==> config.mk <==
export PLATFORM = sky130hd
export DESIGN_NAME = pc_fetch
export DESIGN_NICKNAME = d
export VERILOG_FILES = /design/src/rtl/pc_fetch.sv
export SDC_FILE = /design/constraint.sdc
export NUM_CORES = 1
export LEC_CHECK = 0
export ABC_CLOCK_PERIOD_IN_PS = 4000
export CAP_MARGIN = 20
export CORE_AREA = 5 5 156 158
export DETAILED_ROUTE_END_ITERATION = 10
export DIE_AREA = 0 0 161 163
export PLACE_DENSITY = 0.57
export SLEW_MARGIN = 40
export SYNTH_ARGS = -nofsm -noshare
export SYNTH_HDL_FRONTEND = slang
export SYNTH_SLANG_ARGS = --single-unit
==> constraint.sdc <==
create_clock -name clk -period 4 [get_ports clk]
set_clock_uncertainty 0.15 [all_clocks]
set_input_delay 0.4 -clock clk [delete_from_list [all_inputs] [get_ports clk]]
set_output_delay 0.4 -clock clk [all_outputs]
set_load 0.02 [all_outputs]
==> src/rtl/pc_fetch.sv <==
// Instruction fetch stage: one outstanding bus request, a single-entry output
// buffer to IF/ID, and flush/mret/branch redirects with in-flight response discard.
module pc_fetch #(
  parameter int              XLEN     = 32,
  parameter logic [XLEN-1:0] RST_ADDR = '0,
  parameter logic [XLEN-1:0] NOP_INST = XLEN'(32'h0000_0013)
) (
  input  logic            clk,
  input  logic            rst_n,
  input  logic            pipe_stall,
  input  logic            pipe_flush,
  input  logic [XLEN-1:0] flush_pc,
  input  logic            ex_bj_flag,
  input  logic [XLEN-1:0] ex_bj_pc,
  input  logic            ex_is_mret_inst,
  input  logic [XLEN-1:0] mret_pc,
  input  logic            int_req,
  output logic            ibus_req,
  output logic [XLEN-1:0] ibus_addr,
  input  logic            ibus_gnt,
  input  logic            ibus_rvalid,
  input  logic [XLEN-1:0] ibus_rdata,
  input  logic            ibus_err,
  input  logic            id_allowin,
  output logic            if_out_valid,
  output logic [XLEN-1:0] if_pc,
  output logic [XLEN-1:0] if_inst,
  output logic            if_int_flag,
  output logic            if_exp_flag,
  output logic            if_inst_addr_misal
);
  typedef enum logic [1:0] {S_REQ, S_WAIT, S_HOLD} state_t;

  state_t          r_state, w_nxt_state;
  logic [XLEN-1:0] r_pc, w_nxt_pc;
  logic            r_discard, w_nxt_discard;
  logic            r_fault, w_nxt_fault;
  logic            r_valid, r_int, r_exp, r_misal;
  logic [XLEN-1:0] r_if_pc, r_inst;

  logic            w_redirect, w_accept, w_misal, w_fire;
  logic [XLEN-1:0] w_redir_pc;
  logic            w_load, w_ld_exp, w_ld_misal;
  logic [XLEN-1:0] w_ld_inst;

  assign w_redirect = pipe_flush | ex_is_mret_inst | ex_bj_flag;
  assign w_redir_pc = pipe_flush      ? flush_pc :
                      ex_is_mret_inst ? mret_pc  : ex_bj_pc;
  assign w_accept   = r_valid & id_allowin & ~pipe_stall;
  assign w_misal    = |r_pc[1:0];

  // Request only when the buffer will be free by the time the response lands.
  assign ibus_req  = rst_n & (r_state == S_REQ) & ~w_misal & (~r_valid | w_accept);
  assign ibus_addr = r_pc;
  assign w_fire    = ibus_req & ibus_gnt;

  always_comb begin
    w_nxt_state   = r_state;
    w_nxt_pc      = r_pc;
    w_nxt_discard = r_discard;
    w_nxt_fault   = r_fault;
    w_load        = 1'b0;
    w_ld_inst     = ibus_rdata;
    w_ld_exp      = 1'b0;
    w_ld_misal    = 1'b0;
    case (r_state)
      S_REQ: begin
        if (w_redirect) begin
          w_nxt_pc      = w_redir_pc;
          w_nxt_fault   = 1'b0;
          // A grant this cycle leaves a response in flight that must be dropped.
          w_nxt_state   = w_fire ? S_WAIT : S_REQ;
          w_nxt_discard = w_fire;
        end else if (w_misal) begin
          w_load      = 1'b1;
          w_ld_inst   = NOP_INST;
          w_ld_exp    = 1'b1;
          w_ld_misal  = 1'b1;
          w_nxt_fault = 1'b1;
          w_nxt_state = S_HOLD;
        end else if (w_fire) begin
          w_nxt_state = S_WAIT;
        end
      end
      S_WAIT: begin
        if (ibus_rvalid) begin
          if (r_discard || w_redirect) begin
            w_nxt_discard = 1'b0;
            w_nxt_state   = S_REQ;
            if (w_redirect) w_nxt_pc = w_redir_pc;
          end else if (ibus_err) begin
            w_load      = 1'b1;
            w_ld_inst   = NOP_INST;
            w_ld_exp    = 1'b1;
            w_nxt_fault = 1'b1;
            w_nxt_state = S_HOLD;
          end else begin
            w_load      = 1'b1;
            w_nxt_pc    = r_pc + XLEN'(4);
            w_nxt_state = w_accept ? S_REQ : S_HOLD;
          end
        end else if (w_redirect) begin
          w_nxt_pc      = w_redir_pc;
          w_nxt_discard = 1'b1;
        end
      end
      S_HOLD: begin
        if (w_redirect) begin
          w_nxt_pc    = w_redir_pc;
          w_nxt_fault = 1'b0;
          w_nxt_state = S_REQ;
        end else if (w_accept && !r_fault) begin
          w_nxt_state = S_REQ;
        end
      end
      default: w_nxt_state = S_REQ;
    endcase
  end

  always_ff @(posedge clk or negedge rst_n) begin
    if (!rst_n) begin
      r_state   <= S_REQ;
      r_pc      <= RST_ADDR;
      r_discard <= 1'b0;
      r_fault   <= 1'b0;
    end else begin
      r_state   <= w_nxt_state;
      r_pc      <= w_nxt_pc;
      r_discard <= w_nxt_discard;
      r_fault   <= w_nxt_fault;
    end
  end

  always_ff @(posedge clk or negedge rst_n) begin
    if (!rst_n) begin
      r_valid <= 1'b0;
      r_if_pc <= RST_ADDR;
      r_inst  <= NOP_INST;
      r_int   <= 1'b0;
      r_exp   <= 1'b0;
      r_misal <= 1'b0;
    end else if (w_redirect) begin
      r_valid <= 1'b0;
    end else if (w_load) begin
      r_valid <= 1'b1;
      r_if_pc <= r_pc;
      r_inst  <= w_ld_inst;
      r_int   <= int_req;
      r_exp   <= w_ld_exp;
      r_misal <= w_ld_misal;
    end else if (w_accept) begin
      r_valid <= 1'b0;
    end
  end

  assign if_out_valid       = r_valid;
  assign if_pc              = r_if_pc;
  assign if_inst            = r_inst;
  assign if_int_flag        = r_int;
  assign if_exp_flag        = r_exp;
  assign if_inst_addr_misal = r_misal;
endmodule

==> qor.yml <==
run_status:
  status: "complete, no violations"
setup_path:
  reg2reg_from: "r_state[1]$_DFFE_PN0P_"
  crit_fanout: 10
  cp_num_buf_inv: 2
  slowest_stage: "clkdlybuf4s50_1"
  reg2reg_depth: 7
  regToRegEndpoint: "ibus_addr[24]$_DFFE_PN0P_"
  path_class: "flop to output port"
  endpoint: "ibus_req"
  cp_top_family: "simple AND/OR/NAND/NOR gates"
  cp-startpoint: "r_state[0]$_DFFE_PN0P_"
  worst_setup_path_start_kind: "flop"
  cp.arrival_ns: 2.58
  max_stage_delay_ns: 0.62
  cp_cell_sequence: "inv_1, ha_1, nor3b_1, and3_1, clkdlybuf4s50_1"
  critPathCaptureType: "output port"
  critPathRequiredTime_ns: 3.45
  crit_cells: 5
  r2r_setup_slack_ns: 1.16
sta:
  rsz0062_at_grt: "no"
  timing.final.crit_share_pct: 78.2
  period_needed_ns: 3.13
  postLayoutSetupSlackWorst_ns: 0.871
  maxSlewHeadroom_pct: 42.5
  worst_slew_pin_slew_ns: 0.856
  fmax_ghz: 0.320
  finalSetupViolations: 0
  hold_violations: 0
  fin_tns_setup_ns: 0
  slew_viol_final: 0
routing:
  wl_per_cell_um: 19.7
  drc: 0
  drt_iter0_markers: 419
  ant_nets: 0
  viasPerCell: 5.01
  dr_total_vias: 5334
  dr.pass1.iters: 5
  wl_mm: 21.0
floorplan:
  die_x_um: 161
  num_io_pins: 240
  placementRows: 56
  dieArea_um2: 26200
  core_um2: 23000
  start_util_pct: 24.2
  die_h_um: 163
logic_synthesis:
  ys_warn_count: 0
  syn-cell-area_um2: 5560
  synth_nets: 685
  seq_area_frac_synth_pct: 46.9
  synth_edf_count: 0
  avgSynthCellArea_um2: 10.3
  yosysUniqueCellTypes: 63
  synthCells: 541
  dominantRegCellSynth: "dfrtp_1"
  synthArstFlopShare_pct: 100
  ys_seq_elements: 104
grt:
  grt_usage_pct: 15.6
  grt_pass1_wl_mm: 32.0
  grt_pass1_vias: 5423
  overflow: 0
  grt_max_degree: 67
  antenna_found_initial: 1
power:
  vdd_drop_max_mv: 0.229
  p_per_area_nw_per_um2: 408
  p_leak_nw: 3.30
layout:
  final_common_cell: "clkdlybuf4s50_1"
  drive_above_1_share_pct: 12.8
  regArea_um2: 2610
  stdcell_count: 1064
  fillers: 2318
  nets: 912
  multi_input_area_um2: 2770
  final_area_um2: 8560
  layout-area-overhead-vs-synth_pct: 54.1
  final_cell_mix: "clkdlybuf4s50_1 (237), dfrtp_1 (101), mux2_2 (53), nand2_1 (38), nor2_1 (36)"
clock_tree:
  cts_resized: 0
  post-cts-setup-buffer-count: 0
  cts_max_level: 3
  clkTransAtPathRegs_ns: 0.07
  clock_sinks: 104
  clock_latency_ns: 0.35
  clockBufferDepth: 2
  hold_buffers: 1
  tritoncts: "built"
  cts_buffers: 9
  root_buffer: "clkbuf_16"
min_path:
  hold_class: "flop to flop"
  hold-path-cell-count: 2
placed_design:
  gp_congestion: 0.839
  place_area_um2: 8260
  place_worst_setup_slack_ns: 0.913
  dp_hpwl_mm: 15.9
  placed_cells: 1046
  portBuffers: 239
flow_run:
  drv_cap: 0
-- worst min-delay path, cell delays in order, from the launching register on --
cell	delay (ns)
dfrtp_1	0.35
nand2_1	0.05
o21ai_0	0.06
-- worst min-delay path by stage --
stage / start / slack (ns) / endpoint
after floorplan: rst_n / -0.05 / ibus_addr[0]$_DFFE_PN0P_
after global placement: rst_n / 0.29 / if_inst[31]$_DFFE_PN0P_
after detailed placement: rst_n / 0.29 / if_inst[31]$_DFFE_PN0P_
after CTS: if_inst_addr_misal$_DFFE_PN0P_ / 0.34 / if_inst_addr_misal$_DFFE_PN0P_
after global routing: if_exp_flag$_DFFE_PN0P_ / 0.35 / if_exp_flag$_DFFE_PN0P_
final: if_inst_addr_misal$_DFFE_PN0P_ / 0.34 / if_inst_addr_misal$_DFFE_PN0P_
-- Yosys cell counts (9+ instances only) --
cell type	n	area, um2
dfrtp_1	101	2530
mux2_2	53	597
nand2_1	38	143
nor2_1	36	135
o21ai_0	31	155
a22o_1	29	254
a21oi_1	25	125
clkbuf_1	20	75.1
nand3_1	18	90.1
nor3_1	15	75.1
o22ai_1	11	68.8
a211oi_1	10	75.1
buf_2	10	50.1
mux2i_1	10	100
a311oi_1	9	78.8
inv_1	9	33.8
-- through the flow --
step	util [%]	hold WS, ns	power (mW)
detailed placement	35.9	0.286	2.65
global route	37.2	0.354	3.68
finish	37.2	0.337	3.49
floorplan	-	-0.0456	1.96
global placement	35.9	0.285	2.64
CTS	37.2	0.341	3.54
-- layer usage --
layer	global-route usage (%)	wire length (um)	share of wire [%]
met4	5.12	529	2.5
met2	26.4	10400	50
met1	19.8	8810	42
met5	0	0	0
met3	3.49	1180	5.6
-- logic make-up (layout without fill, tap and decap cells) --
family	after synthesis	count (layout)	synth area share, %
other cells	0	1	0
mux	65	65	13.0
flops	104	104	46.9
buf+inv	47	279	3.60
simple gates	157	157	14.8
fa+ha+maj	5	5	1.13
compound gates	163	163	20.6
-- where the power goes --
part / switching [mW] / internal (mW)
registers: 0.160 / 1.25
logic: 0.563 / 0.645
clock network: 0.433 / 0.447
total: 1.16 / 2.34
-- flip-flops by register name, summed over array words and instances (netlist names) --
name / flops
if_inst: 32
r_state: 2
if_out_valid: 1
if_pc: 32
r_fault: 1
r_discard: 1
if_inst_addr_misal: 1
if_int_flag: 1
ibus_addr: 32
if_exp_flag: 1
-- cell type report --
cell class	count	share of cell area, %
Clock inverter	6	0.555
Antenna cell	1	0.0292
Sequential cell	104	30.4
Multi-Input combinational cell	390	32.3
Timing Repair Buffer	253	29.2
Tap cell	290	4.24
Inverter	10	0.439
Clock buffer	10	2.79
Note: power is estimated with default switching activity, not from simulation.
